==> src/rtl/cpu_pkg.sv <==
// Shared definitions for the control sequencer: the state encoding, the
// 5-bit opcode constants, the ALU idle opcode, and helpers that classify
// an opcode.
package cpu_pkg;

  typedef enum logic [2:0] {
    S_FETCH0 = 3'd0,
    S_FETCH1 = 3'd1,
    S_FETCH2 = 3'd2,
    S_EX3    = 3'd3,
    S_EX4    = 3'd4,
    S_EX5    = 3'd5,
    S_EX6    = 3'd6,
    S_HALT   = 3'd7
  } state_e;

  localparam logic [4:0] OP_ADD  = 5'b00011;
  localparam logic [4:0] OP_SUB  = 5'b00100;
  localparam logic [4:0] OP_AND  = 5'b00101;
  localparam logic [4:0] OP_OR   = 5'b00110;
  localparam logic [4:0] OP_SHR  = 5'b00111;
  localparam logic [4:0] OP_SHRA = 5'b01000;
  localparam logic [4:0] OP_SHL  = 5'b01001;
  localparam logic [4:0] OP_ROR  = 5'b01010;
  localparam logic [4:0] OP_ROL  = 5'b01011;
  localparam logic [4:0] OP_MUL  = 5'b01111;
  localparam logic [4:0] OP_DIV  = 5'b10000;
  localparam logic [4:0] OP_NOP  = 5'b11010;
  localparam logic [4:0] OP_HALT = 5'b11011;

  localparam logic [4:0] ALU_NOP = 5'b11111;

  // Three-register ALU operations whose result fits in Z low.
  function automatic logic is_rtype(input logic [4:0] op);
    case (op)
      OP_ADD, OP_SUB, OP_AND, OP_OR, OP_SHR,
      OP_SHRA, OP_SHL, OP_ROR, OP_ROL: is_rtype = 1'b1;
      default:                         is_rtype = 1'b0;
    endcase
  endfunction

  // Operations producing a 64-bit result split across LO and HI.
  function automatic logic is_muldiv(input logic [4:0] op);
    is_muldiv = (op == OP_MUL) || (op == OP_DIV);
  endfunction

endpackage

==> src/rtl/reg_select_decoder.sv <==
// Register-field decoder: turns a 4-bit register number into a 16-bit
// one-hot enable vector, or all zeros when not enabled.
//   sel    in  4   register number (bit n of onehot = Rn)
//   en     in  1   1 = drive the selected bit
//   onehot out 16  one-hot enables
module reg_select_decoder (
  input  logic [3:0]  sel,
  input  logic        en,
  output logic [15:0] onehot
);

  always_comb begin
    onehot = '0;
    if (en) onehot[sel] = 1'b1;
  end

endmodule

==> src/rtl/control_sequencer.sv <==
// Control sequencer for a simple register-file datapath. Steps each
// instruction through fetch and up to four execute cycles, driving the
// datapath strobes from the registered state and the instruction register.
//   clock      in   1   system clock, rising edge
//   clear      in   1   synchronous active-low reset
//   run        in   1   permits a new fetch from FETCH0
//   mem_ready  in   1   memory read data valid this cycle
//   ir         in   32  instruction: op[31:27] Ra[26:23] Rb[22:19] Rc[18:15]
//   Rout/Rin   out  16  one-hot register drive / load enables
//   PCout..LOin out 1   datapath strobes
//   opcode     out  5   ALU operation (ALU_NOP except in EX4)
//   done       out  1   last cycle of an instruction
//   illegal    out  1   undefined opcode decoded
//   halted     out  1   level, in HALT
//
// state   | meaning
// FETCH0  | idle / PC to MAR, start PC increment
// FETCH1  | memory read, waits for mem_ready, loads PC+1
// FETCH2  | MDR to IR
// EX3     | decode; Rb into Y, or finish NOP/HALT/illegal
// EX4     | Rc to ALU, result into Z
// EX5     | Z low to Ra (R-type) or to LO (MUL/DIV)
// EX6     | Z high to HI (MUL/DIV)
// HALT    | stopped until reset
module control_sequencer
  import cpu_pkg::*;
(
  input  logic        clock,
  input  logic        clear,
  input  logic        run,
  input  logic        mem_ready,
  input  logic [31:0] ir,
  output logic [15:0] Rout,
  output logic [15:0] Rin,
  output logic        PCout,
  output logic        PCin,
  output logic        IncPC,
  output logic        MARin,
  output logic        Read,
  output logic        MDRin,
  output logic        MDRout,
  output logic        IRin,
  output logic        Yin,
  output logic        Zin,
  output logic        Zlowout,
  output logic        Zhighout,
  output logic        HIin,
  output logic        LOin,
  output logic [4:0]  opcode,
  output logic        done,
  output logic        illegal,
  output logic        halted
);

  state_e state_q, state_d;

  logic [4:0] op;
  logic [3:0] ra, rb, rc;
  logic [3:0] rout_sel;
  logic       rout_en, rin_en;
  logic       unused_ir;

  assign op = ir[31:27];
  assign ra = ir[26:23];
  assign rb = ir[22:19];
  assign rc = ir[18:15];
  assign unused_ir = ^ir[14:0];

  always_ff @(posedge clock) begin
    if (!clear) state_q <= S_FETCH0;
    else        state_q <= state_d;
  end

  always_comb begin
    state_d  = state_q;
    PCout    = 1'b0;
    PCin     = 1'b0;
    IncPC    = 1'b0;
    MARin    = 1'b0;
    Read     = 1'b0;
    MDRin    = 1'b0;
    MDRout   = 1'b0;
    IRin     = 1'b0;
    Yin      = 1'b0;
    Zin      = 1'b0;
    Zlowout  = 1'b0;
    Zhighout = 1'b0;
    HIin     = 1'b0;
    LOin     = 1'b0;
    opcode   = ALU_NOP;
    done     = 1'b0;
    illegal  = 1'b0;
    halted   = 1'b0;
    rout_en  = 1'b0;
    rout_sel = rb;
    rin_en   = 1'b0;

    case (state_q)
      S_FETCH0: begin
        if (run) begin
          PCout   = 1'b1;
          MARin   = 1'b1;
          IncPC   = 1'b1;
          Zin     = 1'b1;
          state_d = S_FETCH1;
        end
      end
      S_FETCH1: begin
        Read  = 1'b1;
        MDRin = 1'b1;
        if (mem_ready) begin
          Zlowout = 1'b1;
          PCin    = 1'b1;
          state_d = S_FETCH2;
        end
      end
      S_FETCH2: begin
        MDRout  = 1'b1;
        IRin    = 1'b1;
        state_d = S_EX3;
      end
      S_EX3: begin
        if (is_rtype(op) || is_muldiv(op)) begin
          rout_en  = 1'b1;
          rout_sel = rb;
          Yin      = 1'b1;
          state_d  = S_EX4;
        end else if (op == OP_NOP) begin
          done    = 1'b1;
          state_d = S_FETCH0;
        end else if (op == OP_HALT) begin
          done    = 1'b1;
          state_d = S_HALT;
        end else begin
          illegal = 1'b1;
          done    = 1'b1;
          state_d = S_FETCH0;
        end
      end
      S_EX4: begin
        rout_en  = 1'b1;
        rout_sel = rc;
        Zin      = 1'b1;
        opcode   = op;
        state_d  = S_EX5;
      end
      S_EX5: begin
        Zlowout = 1'b1;
        if (is_muldiv(op)) begin
          LOin    = 1'b1;
          state_d = S_EX6;
        end else begin
          rin_en  = 1'b1;
          done    = 1'b1;
          state_d = S_FETCH0;
        end
      end
      S_EX6: begin
        Zhighout = 1'b1;
        HIin     = 1'b1;
        done     = 1'b1;
        state_d  = S_FETCH0;
      end
      S_HALT: begin
        halted = 1'b1;
      end
      default: state_d = S_FETCH0;
    endcase
  end

  reg_select_decoder u_rout_dec (
    .sel    (rout_sel),
    .en     (rout_en),
    .onehot (Rout)
  );

  reg_select_decoder u_rin_dec (
    .sel    (ra),
    .en     (rin_en),
    .onehot (Rin)
  );

endmodule

==> config.mk <==
export PLATFORM = sky130hd
export DESIGN_NAME = control_sequencer
export DESIGN_NICKNAME = d
export VERILOG_FILES = /design/src/rtl/cpu_pkg.sv /design/src/rtl/reg_select_decoder.sv /design/src/rtl/control_sequencer.sv
export SDC_FILE = /design/constraint.sdc
export NUM_CORES = 1
export LEC_CHECK = 0
export BUFFER_PORTS_ARGS = -buffer_cell sky130_fd_sc_hd__buf_2
export CORE_AREA = 2 2 50 52
export DETAILED_ROUTE_END_ITERATION = 7
export DIE_AREA = 0 0 52 54
export PLACE_DENSITY = 0.81
export REMOVE_ABC_BUFFERS = 1
export SLEW_MARGIN = 25
export SYNTH_ARGS = -nofsm -noshare
export SYNTH_HDL_FRONTEND = slang
export SYNTH_HIERARCHICAL = 1
export SYNTH_SLANG_ARGS = --single-unit
==> constraint.sdc <==
create_clock -name clock -period 5.55 [get_ports clock]
set_input_delay 0.8325 -clock clock [delete_from_list [all_inputs] [get_ports clock]]
set_output_delay 0.8325 -clock clock [all_outputs]
set_load 0.01 [all_outputs]
## Yosys cells after proc, flatten, opt, wreduce, memory -nomap -nowiden

Memory sizes are Yosys's and may differ from the RTL's.
Cells that the tools add are included.

| operators by class | value |
|---|---|
| muxes and demuxes | 40 |
| magnitude comparators | 4 |
| equality and inequality tests | 13 |
| reduce and logical (&&, ||, !) cells | 7 |

Operators by type and width:

| cell | number |
|---|---|
| $mux 16 | 2 |
| $mux 1 | 23 |
| $pmux 3 s7 | 1 |
| $mux 3 | 6 |
| $eq 5x5->1 const B | 3 |
| $eq 3x3->1 const B | 4 |
| $lt 4x5->1 const B | 2 |
| $demux 1 s4 | 2 |
| $ge 4x1->1 const B | 2 |
| $reduce_bool 7->1 | 1 |
| $eq 3x2->1 const B | 2 |
| $pmux 1 s2 | 3 |
| $eq 5x4->1 const B | 1 |
| $mux 5 | 1 |
| $mux 4 | 1 |
| $ne 2x2->1 const B | 2 |
| $eq 3x1->1 const B | 1 |
| $logic_not 3->1 | 1 |
| $pmux 1 s3 | 1 |
| $reduce_and 3->1 | 1 |
| $logic_and 1x1->1 | 2 |
| $logic_or 1x1->1 | 2 |

| storage, ports and cells | value |
|---|---|
| output and inout bits | 54 |
| memory bits (read-only) | 16 |
| input port bits | 36 |
| flip-flop bits (word level) | 3 |
| memories | 1 |

Memory list:

| memory | depth | bits a word | rd ports | clocked after memory_dff | wr ports | line | RTL |
|---|---|---|---|---|---|---|---|
| (name not given) | 16 | 1 | 1 | 0 | 0 | cpu_pkg.sv:35 | `case (op)` |

## Longest topological paths before layout

Gate-level depths: netlist of run 1.

| depth | value |
|---|---|
| depth after elaboration | 7 |
| mapped depth | 7 |

## Modules after synthesis

The synthesis of run 1 kept the hierarchy.

Modules (own cells, without submodules):

| module | cells an instance | times used | area each (um^2) |
|---|---|---|---|
| control_sequencer | 73 | 1 | 496.7 |
| reg_select_decoder (u_rin_dec) | 23 | 1 | 120.1 |
| reg_select_decoder (u_rout_dec) | 23 | 1 | 117.6 |

## Least setup slack after synthesis of run 1

No wires, ideal clock.

| timing | value |
|---|---|
| path type | input to output |
| from | in ir[28] |
| to | out Rout[0] |
| slack | 2.306 ns |
| arrival time | 2.412 ns |
| required time | 4.718 ns |
| stages on the path | 6 |
| cells stage by stage | or4b_4 -> a21oi_1 -> nor2_1 -> o21bai_1 -> or3b_4 -> nor3_2 |

| on the way | value |
|---|---|
| longest elaborated chain between the ends | 7 |
| elaborated cells on any way between the ends | 10 |
| classes of those cells | 2 x eq/ne; 5 x mux; 2 x reduce/logical; 1 x memory |

Ends and longest elaborated chain:

| element | line | RTL |
|---|---|---|
| start, declared | control_sequencer.sv:32 | `input logic [31:0] ir,` |
| $mem_v2 16x1 | n/a |  |
| $mux 1 | cpu_pkg.sv:35 |  |
| $mux 1 | control_sequencer.sv:98 | `case (state_q)` |
| $logic_or 1x1->1 * | control_sequencer.sv:123 | `if (is_rtype(op) \|\| is_muldiv(op)) begin` |
| $mux 1 * | control_sequencer.sv:123 |  |
| $pmux 1 s2 * | control_sequencer.sv:98 |  |
| net rout_en | control_sequencer.sv:60 | `logic rout_en, rin_en;` |
| $mux 16 * | reg_select_decoder.sv:14 | `if (en) onehot[sel] = 1'b1;` |
| end, declared | control_sequencer.sv:33 | `output logic [15:0] Rout,` |

Mark *: on every way through the listed nets, which the timed path passes. The rest lies on a longest branch. The select of a mux whose other input is x is not followed.

## Final worst setup path of run 1

Ends and elaborated chain as after synthesis.

==> results of run 1 <==
report_power, final:
group | internal [mW] | total, mW | switching (mW)
clock network | 0.0270 | 0.0386 | 0.0117
logic | 0.0228 | 0.0503 | 0.0275
registers | 0.0234 | 0.0293 | 0.00589
total | 0.0731 | 0.118 | 0.0451
worst max-delay path, stage by stage:
cell and delay (ps):
buf_2 120, or4b_4 550, a21oi_1 190, nor2_1 80, o21bai_1 250, or3b_4 450
nor3_2 110, buf_2 150
synthesized netlist by cell type:
library cell / n
nor2_1: 30
nor3_1: 11
nand2b_1: 10
nand2_1: 8
o21ai_0: 6
buf_4: 5
nand3b_1: 5
a21oi_1: 4
clkbuf_1: 4
mux2_2: 4
and3_1: 3
dfxtp_1: 3
nand3_1: 3
nor3_2: 3
and2_1: 2
inv_1: 2
or3b_4: 2
a211o_1: 1
a221oi_1: 1
a31oi_1: 1
clkinv_1: 1
nor2_2: 1
nor4b_1: 1
o21bai_1: 1
o22a_4: 1
o311a_1: 1
o311ai_0: 1
o31ai_1: 1
or2_2: 1
or4b_4: 1
xnor2_1: 1
worst min path at each step:
stage | start | slack, ps | end
2_1_floorplan | state_q[1] | 550 | state_q[2]
3_3_place_gp | state_q[1] | 610 | state_q[2]
3_5_place_dp | state_q[1] | 610 | state_q[2]
4_1_cts | state_q[1] | 640 | state_q[2]
5_1_grt | state_q[1] | 660 | state_q[2]
6_report | state_q[1] | 640 | state_q[2]
area by class of cell:
type | instances | area (µm²)
fillers | 260 | 1200
well taps | 30 | 37.5
clock buffers | 4 | 26.3
repair buffers | 74 | 370
inverters | 3 | 11.3
flip-flops and latches | 3 | 60.1
multi-input cells | 104 | 611
metrics by stage:
stage | hold WS [ps] | cells | total power [mW] | cell area (µm²)
after floorplan | 554 | 110 | 0.0566 | 682
after global placement | 610 | 214 | 0.0791 | 1090
final | 637 | 218 | 0.118 | 1120
after global routing | 658 | 218 | 0.131 | 1120
after CTS | 636 | 218 | 0.121 | 1120
after detailed placement | 615 | 214 | 0.0799 | 1090
metal layers:
layer	vias up	global-route usage [%]	routed length, µm
met5	-	0	0
met4	0	2.63	0
met3	0	4.44	279
met2	77	27.0	984
met1	449	20.0	1020
li1	551	-	-
placed cells by master, fill, tap and decap left out:
| master | count |
|---|---|
| o22a_4 | 1 |
| clkbuf_1 | 1 |
| inv_1 | 2 |
| and2_1 | 2 |
| o21ai_0 | 6 |
| o31ai_1 | 1 |
| nor4b_1 | 1 |
| dfxtp_1 | 3 |
| and3_1 | 3 |
| a221oi_1 | 1 |
| nand3_1 | 3 |
| or2_2 | 1 |
| o21bai_1 | 1 |
| or3b_4 | 2 |
| a21oi_1 | 4 |
| a31oi_1 | 1 |
| nand2b_1 | 10 |
| o311a_1 | 1 |
| nor2_1 | 30 |
| o311ai_0 | 1 |
| nand2_1 | 8 |
| nor3_2 | 3 |
| or4b_4 | 1 |
| xnor2_1 | 1 |
| nor2_2 | 1 |
| clkinv_1 | 1 |
| buf_2 | 74 |
| a211o_1 | 1 |
| nor3_1 | 11 |
| clkbuf_4 | 3 |
| nand3b_1 | 5 |
| mux2_2 | 4 |
cells by family after synthesis:
kind of cell	count (synthesis)	share of synthesized area, %
simple gates	81	58.8
compound gates	18	17.0
buf+inv	12	8.69
mux	4	6.13
flops	3	8.18
xor+xnor	1	1.19
==> metrics.txt, run 1 <==
Area Growth Syn to Fin 52.0%; crit-path max FO 4; routed len/inst between 10 and 15 µm; Detail Route Antenna Nets 0; Final Hold Vio Count 0; DRC viols 0; Critical Path RT between 4000 and 5000 ps; Root Buffer clkbuf_4; FF+latch count, synth 3; Via Count roughly 1100; status complete, no violations; PortBufs between 70 and 80; RR Endpoint state_q[0]; kind of critical path input port to output pin; Seq/Total Area, Yosys under 10%; crit start category input port; setup slack, reg-to-reg ~4200 ps; CP endpoint kind output pin; Max-Slew Margin vs Limit 60.5%; vias in the first global route 850; initial antenna violation count 0; TritonCTS buffer count 3; Synth top area share between 10% and 20%; Die Ht between 50 and 60 µm; count of different cell masters after synthesis 31; FP Rows 18; grt total ovfl 0; DPL Wire Length ~1.8 mm; nets roughly 230; total track usage 15.8%; DR vias/cell 4.94; routability-driven placement congestion ratio around 0.83; Final WS setup approximately 2000 ps; Peak VDD IR between 0.06 and 0.07 mV; R2R cell count 4; Lkg Pwr slightly below 0.6 nW; cell count after synthesis between 100 and 150; CTS tree built; Clock Pin Slew Worst Setup and Hold Paths approximately 40 ps; Max-cap violations 0; Die Span X roughly 52 µm; drt pass-1 iters 4; Crit path arrival time ~2700 ps; htree depth 1; Routed WL around 2.3 mm; worst hold path class register to register; clock net sink count 3; CTS Hold Buffers Added 0; post-synth top area cell nor2_1; CTS max path bufs 2; Top Registers state_q: 3 flops; Worst Tran Pin Value 590 ps; Setup TNS 0 ps; CP endpoint Rout[0]; layout cells sized above 1 between 40 and 50%; RSZ-0062 raised after global routing false; full die area 2810 µm²; post-cts sizing count 0; Clock Skew roughly 7.7 ps; Post CTS Setup Buffer Count 0; PwrDens 106 nW/µm²; Worst-Skew Late Latency 240 ps; Period Utilization, post-route between 60% and 70%; largest net degree at the start of global routing 18; fin crit period about 3600 ps; post-layout util 48.1%; Synth Warn # 6; r2r startpoint state_q[0]; setup violators final 0; Netlist Area Pre-Place between 700 and 800 µm²; hold depth 2; max reg flops 3; top achievable clock speed approximately 0.28 GHz; Antenna Cells 0; # IOs 90; starting density of the core a little under a third; final slew viol count 0; Largest Register state_q; Avg Cell Area, Syn 6.17 µm²; dpl ws between 1500 and 2000 ps; top cells by area, synth nor2_1, nand2b_1, dfxtp_1, nor3_1, mux2_2; Initial DRC Count 25; launch point of the worst path ir[28]; Core Box Area ~2300 µm²; global-route wire length before repair between 3 and 4 mm
Power figures use the tool's default switching activity.
==> inputs of run 2 (changes only) <==
ABC_AREA = 1   (was unset)
CORE_AREA = 2 2 51 53   (was 2 2 50 52)
DIE_AREA = 0 0 53 55   (was 0 0 52 54)
clock period = 3.6 ns   (was 5.55 ns; I/O delays follow)
==> run 2 against run 1 <==
  * Non-clock buffer count is the same
  * Wire length is 1.6% higher
  * Core utilization grew 1.5 points
  * Largest power group unchanged
  * Highest routed layer is now met4
==> metrics.txt, run 2 <==
status complete, no violations; Root Buffer clkbuf_4; vias in the first global route 815 (-4.1%); placed instance area 1150 µm² (+5.3%); full die area 2920 µm² (+3.8%); routability-driven placement congestion ratio 0.761 (-7.8%); TritonCTS buffer count 3 (unchanged); starting density of the core 33.1% (+1.4 points); r2r startpoint state_q[1]; CTS Hold Buffers Added 0 (unchanged); Die Ht 55 µm (+1.9%); CTS max path bufs 2 (unchanged); Seq/Total Area, Yosys 7.68% (-0.50 points); Die Span X 53 µm (+1.9%); PortBufs 74 (unchanged); Netlist Area Pre-Place 782 µm² (+6.5%); Max-cap violations 0 (unchanged); Worst-Skew Late Latency 230 ps (about the same); Crit path arrival time 1860 ps (-870 ps); launch point of the worst path state_q[1]; hold slack 504 ps (-133 ps); CP endpoint Rout[0]; crit start category register; RR Endpoint state_q[0]; Area Growth Syn to Fin 50.1%; setup violators final 0 (unchanged); Post CTS Setup Buffer Count 0 (unchanged); top achievable clock speed 0.416 GHz; DP Cell Count 257 (+20%); CTS tree built; nets 268 (+19%); Finished Cell Area 1170 µm² (+5.2%); post-synth top area cell nor2_1; initial antenna violation count 0 (unchanged); max reg flops 3 (unchanged); Synth Warn # 6 (unchanged); final slew viol count 0 (unchanged); DPL Wire Length 2.00 mm (+8.4%); Max-Slew Margin vs Limit 75.6% (+15 points); PwrDens 175 nW/µm² (+66%); Routed WL 2.32 mm (+1.6%); most frequent cells in the layout buf_2, nor2_1, nand2_1; Setup TNS 0 ps (unchanged); crit-path max FO 13 (+9); Initial DRC Count 15 (-40%); largest net degree at the start of global routing 14 (-4); CP endpoint kind output pin; Antenna Cells 0 (unchanged); cell count after synthesis 159 (+34%); Via Count 1149 (+6.7%); # IOs 90 (unchanged); Synth top area share 21.6% (+6.3 points); Clock Skew 0.889 ps (-6.84 ps); routed len/inst 8.90 µm (-15%); R2R cell count 7 (+3); hold depth 3 (+1); setup slack, reg-to-reg 2310 ps (-1850 ps); HP Start clear; kind of critical path register to output pin; top cells by count, synth nor2_1, nand2_1, inv_1, nand3_1, buf_4; Peak VDD IR 0.155 mV (+130%); FF+latch count, synth 3 (unchanged); Core Box Area 2360 µm² (+1.9%); Critical Path RT 3060 ps (-1660 ps); Power, Total 0.206 mW (+74%); dpl ws 1350 ps (-635 ps); total track usage 14.4% (-1.4 points); global-route wire length before repair 3.15 mm (-7.7%); fill count 282 (+8.5%); Clock Pin Slew Worst Setup and Hold Paths 40 ps (about the same); Period Utilization, post-route about two thirds; ys flop type dfxtp_1; Final Hold Vio Count 0 (unchanged); cell with the most instances after synthesis nor2_1; fin crit period ~2400 ps; DRC viols 0 (unchanged); htree depth 1 (unchanged); Lkg Pwr 0.781 nW (+34%); grt total ovfl 0 (unchanged); Final WS setup 1200 ps (-786 ps); DR vias/cell 4.40 (-11%); drt pass-1 iters 4 (unchanged); top cells by area, synth nor2_1, nand2_1, inv_1, dfxtp_1, nand3_1; Largest Register state_q; worst hold path class input port to register; Async SR Flop Fraction 0% (unchanged); most common cell after layout, fill and taps aside buf_2; non-filler cells, final 261 (+20%); layout cells sized above 1 41.6% (-6.3 points); Top Registers state_q: 3 flops; count of different cell masters after synthesis 21 (-32%); post-cts sizing count 0 (unchanged); Worst Tran Pin Value 365 ps (-225 ps); Detail Route Antenna Nets 0 (unchanged); post-layout util 49.6% (+1.5 points); Post-synth EDFFs 0 (unchanged); FP Rows 18 (unchanged); RSZ-0062 raised after global routing false; clock net sink count 3 (unchanged); Avg Cell Area, Syn 4.92 µm² (-20%)
-- run 2: final cells by class --
class / instances / area [µm²] / area share, %
multi-input combinational: 122 / 574 / 48.9
timing repair buffer: 74 / 370 / 31.6
inverter: 28 / 105 / 8.96
sequential: 3 / 60.1 / 5.12
tap: 30 / 37.5 / 3.20
clock buffer: 4 / 26.3 / 2.24
-- run 2: worst min path at each step --
stage | end | slack, ps
after floorplan | state_q[2] | 640
after CTS | state_q[2] | 500
final | state_q[2] | 500
after detailed placement | state_q[1] | 660
after global placement | state_q[1] | 660
after global routing | state_q[2] | 510
-- run 2: where the power goes --
part           internal [mW]  switching [mW]  leakage [nW]
Clock                 0.0416          0.0183        0.0150
Sequential            0.0368         0.00361        0.0246
Combinational         0.0419          0.0636         0.741
Total                  0.120          0.0855         0.781
-- run 2: kinds of logic after synthesis --
kind of cell	synth area share [%]
buffers and inverters	18.9
AND/OR/NAND/NOR	67.5
AO/OA/AOI/OAI	5.92
flip-flops	7.68
-- run 2: routing by layer --
layer / track usage (%) / vias up / routed length, µm
li1: - / 622 / -
met1: 18.2 / 489 / 1020
met2: 24.6 / 36 / 1120
met3: 0.806 / 2 / 158
met4: 7.69 / 0 / 26
met5: 0 / - / 0
-- run 2: worst max-delay path, cell delays in order (launching register included) --
cell	delay [ps]
dfxtp_1	410
nor2_1	90
nand2_1	290
inv_1	170
nand2_1	90
nand2_1	120
nor2_1	160
nand2_1	80
nor2_1	80
buf_2	130
==> inputs of run 3 (changes only) <==
ABC_AREA = 0   (was 1)
PLACE_DENSITY = 0.79   (was 0.81)
clock period = 2.33 ns   (was 3.6 ns; I/O delays follow)
==> run 3 against run 2 <==
  * The run now ends with setup timing left
  * Flip-flop and latch count stayed put
  * Hold slack worse by 150 ps
  * Die area stayed put
  * Clock skew is 1.9 ps higher
  * Power is 48% higher
  * First-iteration DRC count is 40% lower
  * Register-to-register slack worse by 1300 ps
  * Global-route usage is 0.68 points higher
  * Setup slack worse by 1200 ps
  * Via count is 2.6% lower
  * Critical endpoint unchanged
  * Highest routed layer unchanged
==> metrics.txt, run 3 (synthesis gave the netlist of run 1 again) <==
Hold EP state_q[0]; setup violators final 13 (+13); RSZ-0062 raised after global routing true; Period Utilization, post-route 102%; routed len/inst 10.1 µm (+13%); largest net degree at the start of global routing 17 (+3); vias in the first global route 861 (+5.6%); CTS tree built; routed wl met2 1.10 mm (-1.8%); starting density of the core 31.1% (-2.0 points); Crit path arrival time 2020 ps (+160 ps); Power, Total 0.304 mW (+48%); most common cell after layout, fill and taps aside buf_2; fill count 260 (-7.8%); Reg area 60.1 µm² (unchanged); worst-path cell chain buf_6 -> or4b_4 -> a21oi_4 -> nor2_2 -> o21bai_1 -> or3b_4 -> nor3_2 -> buf_2; routability-driven placement congestion ratio 0.790 (+3.8%); Die Span X 53 µm (unchanged); TritonCTS buffer count 3 (unchanged); total track usage 15.0% (+0.68 points); Antenna Cells 0 (unchanged); failing checks setup timing; DP Cell Count 226 (-12%); CTS Hold Buffers Added 0 (unchanged); status finished with violations; multi-input combinational cell area 647 µm² (+13%); PortBufs 74 (unchanged); Via Count 1119 (-2.6%); Critical Path RT 1980 ps (-1080 ps); htree depth 1 (unchanged); Worst-Skew Late Latency 230 ps (about the same); nets 240 (-10%); setup slack, reg-to-reg 1050 ps (-1260 ps); PwrDens 237 nW/µm² (+35%); routed length on met3 233 µm (+47%); worst hold path class input port to register; most frequent cells in the layout buf_2, nor2_1, buf_4; hold slack 350 ps (-154 ps); Post-Route M1 WL 994 µm (-2.5%); final slew viol count 0 (unchanged); Core Box Area 2360 µm² (unchanged); non-filler cells, final 233 (-11%); FP Rows 18 (unchanged); # IOs 90 (unchanged); Critical-path top delay cell or4b_4; slowest stage delay, CP 560 ps (+150 ps); grt total ovfl 0 (unchanged); DRC viols 0 (unchanged); initial antenna violation count 0 (unchanged); Detail Route Antenna Nets 0 (unchanged); Largest Register state_q; HP Start clear; Crit path buffers/inverters 2 (unchanged); Routed WL 2.35 mm (+0.95%); layout cells sized above 1 54.2% (+13 points); Root Buffer clkbuf_4; kind of critical path input port to output pin; max reg flops 3 (unchanged); RR Endpoint state_q[0]; full die area 2920 µm² (unchanged); Worst Tran Pin Value 394 ps (+28.8 ps); Max-cap violations 0 (unchanged); global-route wire length before repair 3.38 mm (+7.2%); DR vias/cell 4.80 (+9.1%); CP endpoint kind output pin; Top delay family on crit path simple AND/OR/NAND/NOR gates; Final WS setup -42.8 ps (-1240 ps); Initial DRC Count 9 (-6); Max-Slew Margin vs Limit 73.4% (-2.2 points); Top Metal Used met4; crit start category input port; Die Ht 55 µm (unchanged); dpl ws -92.6 ps (-1450 ps); drt pass-1 iters 4 (unchanged); hold depth 2 (-1); Clock Pin Slew Worst Setup and Hold Paths 40 ps (about the same); r2r startpoint state_q[0]; top achievable clock speed between 0.4 and 0.5 GHz; Area Growth Syn to Fin 74.4%; crit-path max FO 4 (-9); DPL Wire Length 1.89 mm (-5.5%); Lkg Pwr 0.660 nW (-15%); clock net sink count 3 (unchanged); fin crit period 2370 ps; Setup TNS -272 ps (-272 ps); Clock Skew 2.83 ps (+1.94 ps); Peak VDD IR 0.205 mV (+32%); Top Registers state_q: 3 flops; Final Hold Vio Count 0 (unchanged); R2R cell count 4 (-3); CTS max path bufs 2 (unchanged)
[run 3: cell types whose count changed in the layout (fill, tap and decap cells not counted), sizes merged, moves of 3 or more]
| cell | delta |
|---|---|
| nand2 | -34 |
| inv | -26 |
| nor2 | -20 |
| buf | +15 |
| nor3 | +14 |
| nand3 | -11 |
| nand2b | +10 |
| mux2 | +4 |
| nand3b | +4 |
| o21ai | +4 |
| and3 | +3 |
| nand4 | -3 |
| or2 | -3 |
[run 3: per-layer routing]
metal | GRT usage (%) | vias to the layer above
li1 | - | 583
met1 | 17.9 | 479
met2 | 29.4 | 55
met3 | 0.806 | 2
met4 | 3.85 | 0
met5 | 0 | -
[run 3: layout make-up]
class | count | area share [%]
multi-input cells | 104 | 50.5
repair buffers | 89 | 39.0
flip-flops and latches | 3 | 4.69
well taps | 30 | 2.93
clock buffers | 4 | 2.05
inverters | 3 | 0.879
[run 3: stage by stage]
step,util (%),cell area (µm²)
2_1_floorplan,-,682
3_3_place_gp,49.9,1180
3_5_place_dp,49.9,1180
4_1_cts,52.5,1240
5_1_grt,54.2,1280
6_report,54.2,1280
[run 3: power by group]
group | total [mW] | switching [mW] | internal [mW] | leakage, nW
clock network | 0.0915 | 0.0273 | 0.0642 | 0.0150
logic | 0.153 | 0.0820 | 0.0708 | 0.621
registers | 0.0595 | 0.00381 | 0.0557 | 0.0246
[run 3: how the worst max path moves through the flow]
stage / cells after the start / to / slack, ps / from
floorplan: 5 / Rout[0] / -80 / state_q[2]
global placement: 8 / Rout[0] / -130 / ir[28]
detailed placement: 8 / Rout[0] / -90 / ir[28]
CTS: 8 / Rout[0] / -40 / ir[28]
global route: 8 / Rout[0] / -120 / ir[28]
finish: 8 / Rout[0] / -40 / ir[28]
[run 3: repair_timing]
| action | in CTS | in global routing |
|---|---|---|
| setup buffers | 1 | 2 |
| pin swaps | 2 | 5 |
| gates resized for setup | 6 | 5 |
| endpoints found under the hold margin | 0 | 0 |
| endpoints found under the setup margin | 17 | 21 |
